==> src/rtl/missile_ctl.sv <==
// missile_ctl: player-missile controller.
// Launches a missile from the ship on a fire request, moves it up by SPEED
// pixels once per frame (rising vsync edge), retires it at the top of the
// screen or on a hit, and then holds off further launches for
// COOLDOWN_FRAMES frame ticks. All outputs come straight from flops.
//
// Handshake note: there is no valid/ready pair here. 'on' qualifies
// xpos_out/ypos_out: while on=0 the position outputs just hold their last
// value and must be ignored downstream. 'launch' is a single-cycle pulse,
// aligned with the first cycle in which on=1.
//
// state_dbg exposes the FSM state (0=IDLE, 1=FLYING, 2=COOLDOWN) for
// checkers; it is not used by the draw pipeline.

module missile_ctl #(
    parameter int SPEED           = 8,
    parameter int Y_TOP           = 0,
    parameter int MISSILE_H       = 20,
    parameter int COOLDOWN_FRAMES = 10
) (
    input  logic        pclk,
    input  logic        rst,
    input  logic        vsync_in,
    input  logic        fire,
    input  logic        hit,
    input  logic [10:0] ship_xpos,
    input  logic [10:0] ship_ypos,
    output logic [10:0] xpos_out,
    output logic [10:0] ypos_out,
    output logic        on,
    output logic        launch,
    output logic [1:0]  state_dbg
);

    // ------------------------------------------------------------------
    // Constants
    // ------------------------------------------------------------------
    localparam logic [1:0] ST_IDLE     = 2'd0;
    localparam logic [1:0] ST_FLYING   = 2'd1;
    localparam logic [1:0] ST_COOLDOWN = 2'd2;

    // Counter wide enough to hold COOLDOWN_FRAMES (at least 1 bit).
    localparam int                CNT_W    = $clog2(COOLDOWN_FRAMES + 2);
    localparam logic [CNT_W-1:0]  CNT_LOAD = CNT_W'(COOLDOWN_FRAMES);

    // Retire threshold kept at 12 bits so Y_TOP+SPEED can never wrap.
    localparam logic [11:0] RETIRE_LIM = 12'(Y_TOP + SPEED);
    localparam logic [10:0] SPEED_V    = 11'(SPEED);
    localparam logic [10:0] HEIGHT_V   = 11'(MISSILE_H);

    // ------------------------------------------------------------------
    // Registers
    // ------------------------------------------------------------------
    logic [1:0]       state_q,      state_d;
    logic [CNT_W-1:0] cnt_q,        cnt_d;
    logic             vsync_dly_q,  vsync_dly_d;
    logic             fire_armed_q, fire_armed_d;
    logic [10:0]      xpos_q,       xpos_d;
    logic [10:0]      ypos_q,       ypos_d;
    logic             on_q,         on_d;
    logic             launch_q,     launch_d;

    // ------------------------------------------------------------------
    // Combinational helpers
    // ------------------------------------------------------------------
    logic        tick;
    logic        do_launch;
    logic        at_top;
    logic [10:0] launch_ypos;

    // Frame tick, launch condition and launch position.
    always_comb begin
        tick        = vsync_in & ~vsync_dly_q;
        do_launch   = (state_q == ST_IDLE) & fire & fire_armed_q;
        // Retire when one more step would take the missile above Y_TOP;
        // this also guarantees the SPEED subtraction never underflows.
        at_top      = ({1'b0, ypos_q} < RETIRE_LIM);
        // Launch position sits MISSILE_H above the ship, clamped to row 0.
        if (ship_ypos < HEIGHT_V) begin
            launch_ypos = 11'd0;
        end else begin
            launch_ypos = ship_ypos - HEIGHT_V;
        end
    end

    // Edge detector delay and fire re-arming (a held button never refires).
    always_comb begin
        vsync_dly_d  = vsync_in;
        fire_armed_d = fire_armed_q;
        if (!fire) begin
            fire_armed_d = 1'b1;
        end else if (do_launch) begin
            fire_armed_d = 1'b0;
        end
    end

    // Main FSM plus missile position datapath.
    always_comb begin
        state_d  = state_q;
        cnt_d    = cnt_q;
        xpos_d   = xpos_q;
        ypos_d   = ypos_q;
        on_d     = on_q;
        launch_d = 1'b0;

        case (state_q)
            ST_IDLE: begin
                on_d = 1'b0;
                if (do_launch) begin
                    state_d  = ST_FLYING;
                    on_d     = 1'b1;
                    launch_d = 1'b1;
                    // x is captured once; the draw stage applies centring.
                    xpos_d   = ship_xpos;
                    ypos_d   = launch_ypos;
                end
            end

            ST_FLYING: begin
                // Hit wins over any movement in the same cycle.
                if (hit) begin
                    state_d = ST_COOLDOWN;
                    on_d    = 1'b0;
                    cnt_d   = CNT_LOAD;
                end else if (tick && at_top) begin
                    state_d = ST_COOLDOWN;
                    on_d    = 1'b0;
                    cnt_d   = CNT_LOAD;
                end else if (tick) begin
                    ypos_d  = ypos_q - SPEED_V;
                end
            end

            ST_COOLDOWN: begin
                on_d = 1'b0;
                // Zero test runs every cycle so COOLDOWN_FRAMES=0 costs
                // exactly one cycle in this state.
                if (cnt_q == '0) begin
                    state_d = ST_IDLE;
                end else if (tick) begin
                    cnt_d = cnt_q - 1'b1;
                end
            end

            default: begin
                state_d = ST_IDLE;
                on_d    = 1'b0;
                cnt_d   = '0;
            end
        endcase
    end

    // State registers with asynchronous active-high reset.
    always_ff @(posedge pclk or posedge rst) begin
        if (rst) begin
            state_q      <= ST_IDLE;
            cnt_q        <= '0;
            vsync_dly_q  <= 1'b0;
            fire_armed_q <= 1'b1;
            xpos_q       <= 11'd0;
            ypos_q       <= 11'd0;
            on_q         <= 1'b0;
            launch_q     <= 1'b0;
        end else begin
            state_q      <= state_d;
            cnt_q        <= cnt_d;
            vsync_dly_q  <= vsync_dly_d;
            fire_armed_q <= fire_armed_d;
            xpos_q       <= xpos_d;
            ypos_q       <= ypos_d;
            on_q         <= on_d;
            launch_q     <= launch_d;
        end
    end

    assign xpos_out  = xpos_q;
    assign ypos_out  = ypos_q;
    assign on        = on_q;
    assign launch    = launch_q;
    assign state_dbg = state_q;

endmodule

==> config.mk <==
export PLATFORM = sky130hd
export DESIGN_NAME = missile_ctl
export DESIGN_NICKNAME = d
export VERILOG_FILES = /design/src/rtl/missile_ctl.sv
export SDC_FILE = /design/constraint.sdc
export NUM_CORES = 1
export LEC_CHECK = 0
export BUFFER_PORTS_ARGS = -buffer_cell sky130_fd_sc_hd__buf_2
export CAP_MARGIN = 10
export CORE_MARGIN = 1
export CORE_UTILIZATION = 40
export DETAILED_ROUTE_END_ITERATION = 10
export GPL_TIMING_DRIVEN = 0
export SLEW_MARGIN = 20
export SYNTH_ARGS = -nofsm -noshare
export SYNTH_HDL_FRONTEND = slang
export SYNTH_SLANG_ARGS = --single-unit
==> constraint.sdc <==
create_clock -name pclk -period 4.1 [get_ports pclk]
set_input_delay 0.615 -clock pclk [delete_from_list [all_inputs] [get_ports pclk]]
set_output_delay 0.615 -clock pclk [all_outputs]
set_load 0.05 [all_outputs]
### After elaboration in Yosys (flattened, before gate mapping)

Index checks and enable logic that the tools add are counted.

| word-level totals | value |
|---|---|
| word-level logic and storage cells | 60 |
| register bits after elaboration | 32 |

| operators by class | value |
|---|---|
| mux-type cells | 23 |
| add/sub/neg operators | 3 |
| bitwise logic cells | 5 |
| $lt $le $gt $ge | 2 |
| eq/ne operators | 11 |
| reductions and logical operators | 8 |

Operators by type and width:

| kind | count |
|---|---|
| $mux 11 | 5 |
| $pmux 11 s2 | 1 |
| $mux 4 | 4 |
| $ne 2x2->1 const B | 7 |
| $pmux 4 s3 | 1 |
| $lt 11x4->1 const B | 1 |
| $lt 11x5->1 const B | 1 |
| $sub 11x4->11 const B | 1 |
| $sub 11x5->11 const B | 1 |
| $mux 2 | 4 |
| $mux 1 | 6 |
| $pmux 2 s3 | 1 |
| $reduce_and 5->1 | 1 |
| $logic_not 4->1 | 1 |
| $reduce_and 4->1 | 1 |
| $sub 4x1->4 const B | 1 |
| $and 1x1->1 | 3 |
| $ne 3x3->1 const B | 1 |
| $reduce_and 3->1 | 1 |
| $eq 2x1->1 const B | 1 |
| $eq 2x2->1 const B | 1 |
| $logic_not 2->1 | 1 |
| $ne 2x1->1 const B | 1 |
| $not 1->1 | 2 |
| other kinds (4) | 4 |

### Logic depth before layout (Yosys ltp)

Gate-level depths: netlist (run 1).

| logic depth | value |
|---|---|
| depth after elaboration | 6 |
| gate-level depth with buffers | 8 |
| depth with buffers taken out | 6 |

### Worst setup path before layout (run 1)

OpenSTA, ideal clock, no wires.

| timing | value |
|---|---|
| path type | reg2reg |
| start | reg ypos_q[3] (netlist: ypos_out[3]) |
| end | reg ypos_q[3] (netlist: ypos_out[3]) |
| stages on the path, launching flop included | 8 |
| path buffers | 1 |
| period minus slack after synthesis | 2.311 ns |
| slack | 1.789 ns |
| arrival | 2.186 ns |
| cell sequence | dfrtp_1 inv_1 ha_1 nor3b_4 a2111oi_4 or2_1 buf_6 mux2_4 |

| on the way | value |
|---|---|
| cells in the longest elaborated chain, start to end | 5 |
| elaborated cells between the ends (all ways) | 9 |

RTL lines:

| element | line | RTL |
|---|---|---|
| from (decl) | 59 | `logic [10:0] ypos_q, ypos_d;` |
| from (signal assigned) | 170 | `ypos_q <= ypos_d;` |
| $sub 11x4->11 | 130 | `ypos_d = ypos_q - SPEED_V;` |
| $mux 11 | 129 | `end else if (tick) begin` |
| $mux 11 | 125 | `end else if (tick && at_top) begin` |
| $mux 11 | 121 | `if (hit) begin` |
| $pmux 11 s2 | 106 | `case (state_q)` |

Parallel ways exist; a longest one is shown, timed or not. The select of a mux whose other input is x is not followed.
A chain may end at the register's enable or synchronous reset.

### Worst setup path after layout (run 1)

| timing | value |
|---|---|
| start | reg state_q[0] (netlist: state_dbg[0]) |
| end | reg ypos_q[4] (netlist: ypos_out[4]) |

| on the way | value |
|---|---|
| cells in the longest elaborated chain, start to end | 5 |
| elaborated cells between the ends (all ways) | 11 |

RTL lines:

| element | line | RTL |
|---|---|---|
| from (decl) | 54 | `logic [1:0] state_q, state_d;` |
| from (signal assigned) | 165 | `state_q <= state_d;` |
| $logic_not 2->1 | 74, 106 |  |
| $and 1x1->1 (2 in a row) | 74 | `do_launch = (state_q == ST_IDLE) & fire & fire_armed_q;` |
| $ne 2x2->1 (no source line) | - |  |
| $reduce_and 5->1 (no source line) | - |  |

Parallel ways exist; a longest one is shown, timed or not.

==> results of run 1 <==
critical path: stages, from the launching register on:
cell and delay, ps:
dfrtp_1 410, inv_1 120, ha_1 240, nand3_1 220, nor2_1 550, or2_1 200
buf_6 130, mux2_4 290
cells by family after synthesis:
logic type	synth area share, %
compound gates	18.79
xor+xnor	0.9329
fa+ha+maj	4.663
buf+inv	5.063
flops	42.70
mux	8.794
simple gates	19.05
how the worst min path moves through the flow:
| stage | from | to | slack [ps] | cells after the start |
|---|---|---|---|---|
| after CTS | rst | xpos_out[7] | 460 | 2 |
| final | rst | xpos_out[9] | 440 | 2 |
| after global placement | on | on | 460 | 2 |
| after detailed placement | ypos_out[2] | ypos_out[2] | 470 | 2 |
| after floorplan | fire_armed_q | fire_armed_q | 470 | 2 |
| after global routing | vsync_in | vsync_dly_q | 460 | 1 |
placed cells by master, fill, tap and decap left out, types with 2 or more instances in the layout:
| master | n |
|---|---|
| nor2_1 | 10 |
| buf_6 | 2 |
| clkbuf_1 | 3 |
| mux2_4 | 2 |
| dfrtp_1 | 31 |
| mux2_2 | 12 |
| ha_1 | 7 |
| nand3_1 | 6 |
| buf_2 | 53 |
| nor4_1 | 3 |
| or4_1 | 3 |
| or2_1 | 2 |
| nand2b_1 | 4 |
| o22ai_1 | 8 |
| o21ai_0 | 15 |
| nor3b_1 | 2 |
| o2bb2ai_1 | 2 |
| o31ai_1 | 3 |
| inv_1 | 14 |
| a31oi_1 | 2 |
| clkbuf_8 | 7 |
| xor2_1 | 2 |
| nor2b_1 | 3 |
| or3b_2 | 2 |
| a32o_1 | 3 |
| nand2_1 | 11 |
| nand4_1 | 2 |
| nor3_1 | 6 |
final cells by class:
class | count | area share (%)
clock buffers | 7 | 4.135
flip-flops and latches | 32 | 34.43
clock inverters | 1 | 1.289
multi-input cells | 130 | 42.11
well taps | 52 | 2.793
repair buffers | 52 | 11.17
inverters | 15 | 2.417
plain buffers | 6 | 1.665
metal layers:
metal | up-vias | part of all wire, %
met3 | 4 | 4.0
met1 | 766 | 51
met2 | 38 | 45
met5 | - | 0
li1 | 797 | -
met4 | 0 | 0.76
power by group through the flow:
stage | clock, mW | combinational [mW] | sequential [mW]
5_1_grt | 0.354 | 1.35 | 0.603
4_1_cts | 0.336 | 1.26 | 0.580
3_3_place_gp | 0 | 1.25 | 0.583
3_5_place_dp | 0 | 1.25 | 0.584
6_report | 0.326 | 1.26 | 0.579
2_1_floorplan | 0 | 0.557 | 0.999
sequential cells by signal, summed over array words and instances (netlist names):
register and count:
xpos_out 11, ypos_out 11, cnt_q 4, state_dbg 2
fire_armed_q 1, launch 1, on 1, vsync_dly_q 1
metrics by stage:
stage / power, mW / hold WS (ps) / instances / cell area [µm²] / setup WS (ps)
finish: 2.161 / 436.6 / 295 / 2330 / 1830
global route: 2.307 / 465.0 / 295 / 2330 / 1650
global placement: 1.837 / 461.4 / 287 / 2203 / 1848
detailed placement: 1.838 / 471.8 / 287 / 2203 / 1846
CTS: 2.174 / 459.2 / 295 / 2330 / 1837
floorplan: 1.556 / 468.8 / 183 / 1878 / 1789
==> metrics.md, run 1 <==
| Metric | Value |
|---|---|
| Status | `finished, violations left` |
| Failing checks | `DRC` |
| Critical Path RT | `4260 ps` |
| Maximum VDD drop | `0.4661 mV` |
| Number of global-route vias before repair | `1525` |
| TritonRoute pass-1 iters | `7` |
| Ports | `53` |
| Terminus of the critical flop-to-flop path | `ypos_out[4]` |
| H-tree depth | `2` |
| Max FO, Critical Path | `10` |
| Final Hold Viols | `0` |
| R2R setup slack | `1830 ps` |
| Die area | `4973 µm²` |
| Primary FF master, synth | `dfrtp_1` |
| Synthesized Nets | `217` |
| CTS Hold Bufs | `0` |
| Reg2reg start | `state_dbg[0]` |
| GRT overflow | `0` |
| Nets | `276` |
| Wirelength per Cell | `14.27 µm` |
| RSZ-0062 raised after global routing | `no` |
| Most Crowded Layer GR | `met2` |
| Layout cells sized above 1 | `36.63%` |
| GRT Total Usage | `18.13%` |
| N_diodes | `0` |
| R2R depth | `7` |
| Count of mapped cells out of synthesis | `183` |
| DRC violations left | `4` |
| Comb pwr share | `58.1%` |
| Switch share | `49.87%` |
| Layout Utilization | `52.42%` |
| Final antenna-violating net count | `0` |
| Tmin final | `2270 ps` |
| Setup violators final | `0` |
| Post-synth ARST share | `100.0%` |
| CTS Buf Count | `5` |
| First-pass GRT wire length | `7086 µm` |
| Clock share of power | `15.1%` |
| Reg area | `802.0 µm²` |
| WP data arrival | `2430 ps` |
| Multi-input gate area | `980.9 µm²` |
| IO buf count | `52` |
| Met2 Usage GRT | `26.97%` |
| DR iter-0 viols | `81` |
| Critical path type | `reg -> reg` |
| Clock Path Buffers | `2` |
| Clock root buffer | `clkbuf_8` |
| Sequential share of the synthesized area | `42.70%` |
| Chip height | `70.52 µm` |
| Top post-synthesis cells by area | `dfrtp_1, mux2_2, ha_1, o21ai_0, inv_1` |
| Most common library cells after synthesis | `dfrtp_1, inv_1, o21ai_0` |
| Critical Path Sink | `ypos_out[4]` |
| Final period util | `55.37%` |
| Top cell type's share of synthesized area | `41.31%` |
| Synth-to-layout area growth | `24.05%` |
| Pleak | `1.105 nW` |
| Largest net degree at the start of global routing | `33` |
| Syn_area_per_cell | `10.26 µm²` |
| Cell variety after synth | `48` |
| Grt met3 use | `3.896%` |
| Setup TNS | `0 ps` |
| Max Clock Skew | `6.509 ps` |
| Synth Register Bits | `32` |
| Max-Cap Viols | `0` |
| Worst-margin pin slew | `675.7 ps` |
| Int Pwr | `1.083 mW` |
| Top cell type by total area after synthesis | `dfrtp_1` |
| Vias per inst | `5.441` |
| Core Footprint | `4444 µm²` |
| PostCTS Resize Cnt | `0` |
| HP Class | `in -> async` |
| Die width | `70.52 µm` |
| Post-CTS Setup Bufs | `0` |
| CP endpoint kind | `flop` |
| Number of synthesized flops with an enable pin | `0` |
| CTS tree | `built` |
| Crit. Startpoint | `state_dbg[0]` |
| Clk pin slew, worst setup/hold paths | `70 ps` |
| Total routed wirelength | `4211 µm` |
| Setup crit start kind | `flop` |
| Filler Cell Count | `440` |
| Initial Util | `42.26%` |
| Pwr Density | `927.5 nW/µm²` |
| Max-slew violations | `0` |
| FP Rows | `24` |
| Met1 usage | `26.38%` |
| Clock sink total | `32` |
| Worst skew pair latency | `280 ps` |
| Power share of the sequential group | `26.8%` |
| Post-Syn Area | `1878 µm²` |
| Initial antenna violation count | `0` |
| Highest clock rate | `440.5 MHz` |
| NetSw | `1.078 mW` |
| Gpl congestion | `0.8170` |
| Hpwl dp | `3061 µm` |
| Syn. warnings | `0` |
| Most common cell in the netlist | `dfrtp_1` |
| DR vias | `1605` |
| Slew Limit Headroom | `54.88%` |
No activity file was read; power rests on OpenSTA's default activity.
==> inputs of run 2 (changes only) <==
--- a/config.mk
+++ b/config.mk
@@ -11,6 +11,7 @@
 export CORE_UTILIZATION = 40
 export DETAILED_ROUTE_END_ITERATION = 10
 export GPL_TIMING_DRIVEN = 0
+export PLACE_DENSITY = 0.66
 export SLEW_MARGIN = 20
 export SYNTH_ARGS = -nofsm -noshare
 export SYNTH_HDL_FRONTEND = slang
==> constraint.sdc (replaced) <==
create_clock -name pclk -period 1.9 [get_ports pclk]
set_input_delay 0.285 -clock pclk [delete_from_list [all_inputs] [get_ports pclk]]
set_output_delay 0.285 -clock pclk [all_outputs]
set_load 0.05 [all_outputs]
==> metrics.md, run 2 (synthesis gave the netlist of run 1 again) <==
| Metric | Value |
|---|---|
| Placed Cells incl. Taps | `287 (unchanged)` |
| Max-Cap Viols | `0 (unchanged)` |
| Slew Limit Headroom | `55.83% (+0.95 points)` |
| Clock sink total | `32 (unchanged)` |
| Final std cells w/o fill | `310 (+5.1%)` |
| IO buf count | `52 (unchanged)` |
| Chip height | `70.52 µm (unchanged)` |
| WP data arrival | `2070 ps (-360 ps)` |
| CTS Hold Bufs | `0 (unchanged)` |
| Terminus of the critical flop-to-flop path | `ypos_out[4]` |
| Dpl cell area | `2226 µm² (+1.0%)` |
| Pleak | `1.197 nW (+8.3%)` |
| Worst hold slack | `87.65 ps (-349.0 ps)` |
| Final instance area | `2580 µm² (+11%)` |
| Placement Setup Slack | `-407.1 ps (-2254 ps)` |
| Commonest non-fill, non-tap cells in the layout | `buf_2, dfrtp_1, o21ai_0` |
| Crit. Startpoint | `ypos_out[3]` |
| Critical path type | `reg -> reg` |
| GRT overflow | `0 (unchanged)` |
| Layout Utilization | `58.05% (+5.6 points)` |
| Failing checks | `DRC` |
| Gpl congestion | `0.8021 (-1.8%)` |
| Hpwl dp | `3190 µm (+4.2%)` |
| Total routed wirelength | `4682 µm (+11%)` |
| DR iter-0 viols | `65 (-20%)` |
| RSZ-0062 raised after global routing | `yes` |
| Number of global-route vias before repair | `1557 (+2.1%)` |
| Setup violators final | `0 (unchanged)` |
| DRC violations left | `2 (-2)` |
| Largest net degree at the start of global routing | `33 (unchanged)` |
| Setup crit start kind | `flop` |
| Die area | `4973 µm² (unchanged)` |
| DR vias | `1673 (+4.2%)` |
| Pwr Density | `1995 nW/µm² (+120%)` |
| Tmin final | `1894 ps (-376.3 ps)` |
| Clk pin slew, worst setup/hold paths | `70 ps (about the same)` |
| Final period util | `99.68% (+44 points)` |
| Most common cell after layout, fill and taps aside | `buf_2` |
| Status | `finished, violations left` |
| Maximum VDD drop | `1.197 mV (+160%)` |
| CTS Buf Count | `5 (unchanged)` |
| Final antenna-violating net count | `0 (unchanged)` |
| Initial Util | `42.26% (unchanged)` |
| First-pass GRT wire length | `7334 µm (+3.5%)` |
| H-tree depth | `2 (unchanged)` |
| CTS tree | `built` |
| Worst-margin pin slew | `661.6 ps (-14.16 ps)` |
| Highest clock rate | `528.0 MHz (+20%)` |
| Layout cells sized above 1 | `50.00% (+13 points)` |
| Reg2reg start | `ypos_out[3]` |
| Synth-to-layout area growth | `37.37%` |
| Initial antenna violation count | `0 (unchanged)` |
| GRT Total Usage | `19.22% (+1.1 points)` |
| FP Rows | `24 (unchanged)` |
| Setup TNS | `0 ps (unchanged)` |
| N_diodes | `0 (unchanged)` |
| Max FO, Critical Path | `5 (-5)` |
| Total power draw | `5.148 mW (+140%)` |
| HP Class | `in -> async` |
| Critical Path RT | `2080 ps (-2180 ps)` |
| Clock root buffer | `clkbuf_8` |
| TritonRoute pass-1 iters | `7 (unchanged)` |
| Setup ws final | `6.135 ps (-1824 ps)` |
| Clock Path Buffers | `2 (unchanged)` |
| Nets | `291 (+5.4%)` |
| Final Hold Viols | `0 (unchanged)` |
| CP endpoint kind | `flop` |
| Ports | `53 (unchanged)` |
| Worst skew pair latency | `290 ps (about the same)` |
| Max-slew violations | `0 (unchanged)` |
| Critical Path Sink | `ypos_out[4]` |
| R2R setup slack | `6 ps (-1820 ps)` |
| Max Clock Skew | `8.278 ps (+1.769 ps)` |
| Die width | `70.52 µm (unchanged)` |
| R2R depth | `7 (unchanged)` |
| Vias per inst | `5.397 (-0.81%)` |
| Wirelength per Cell | `15.10 µm (+5.8%)` |
| Core Footprint | `4444 µm² (unchanged)` |
-- run 2: changes by cell type in the layout (fill, tap and decap cells not counted), sizes merged --
| cell | delta |
|---|---|
| buf | +15 |
| clkbuf | -1 |
| clkinv | +1 |
-- run 2: metal layers --
layer	wire (µm)	part of all wire, %	GRT usage [%]
met2	2166	46	28.26
met5	0	0	0
met1	2237	48	26.52
met3	201	4.3	6.205
met4	76	1.6	7.029
-- run 2: what timing repair did --
action	in CTS	in global routing
pin swaps	5	10
endpoints found under the setup margin	21	24
buffers inserted	8	7
gates cloned	0	0
gates resized for setup	11	19
-- run 2: worst min path at each step --
stage	from	end	slack (ps)	cells after the start
2_1_floorplan	vsync_in	vsync_dly_q	320	0
4_1_cts	rst	xpos_out[8]	120	2
5_1_grt	vsync_in	vsync_dly_q	110	1
3_5_place_dp	vsync_in	vsync_dly_q	420	1
6_report	rst	xpos_out[2]	90	2
3_3_place_gp	vsync_in	vsync_dly_q	420	1
-- run 2: power by group --
part,leakage (nW),switching (mW),internal (mW)
combinational,0.753,2.01,1.21
clock,0.0552,0.250,0.389
sequential,0.389,0.281,1.00
total,1.20,2.54,2.60
-- run 2: area by class of cell --
type	count	area (µm²)
plain buffers	6	48.80
clock buffers	6	72.57
clock inverters	2	35.03
fillers	401	1864
inverters	15	58.81
multi-input cells	130	1106
flip-flops and latches	32	808.3
well taps	52	65.06
repair buffers	67	385.4
-- run 2: worst max-delay path, cell delays in order, from the launching register on --
cell	delay [ps]
dfrtp_2	380
inv_2	50
ha_4	150
nor3b_4	160
a2111oi_4	440
or2_1	170
buf_6	130
mux2_4	290
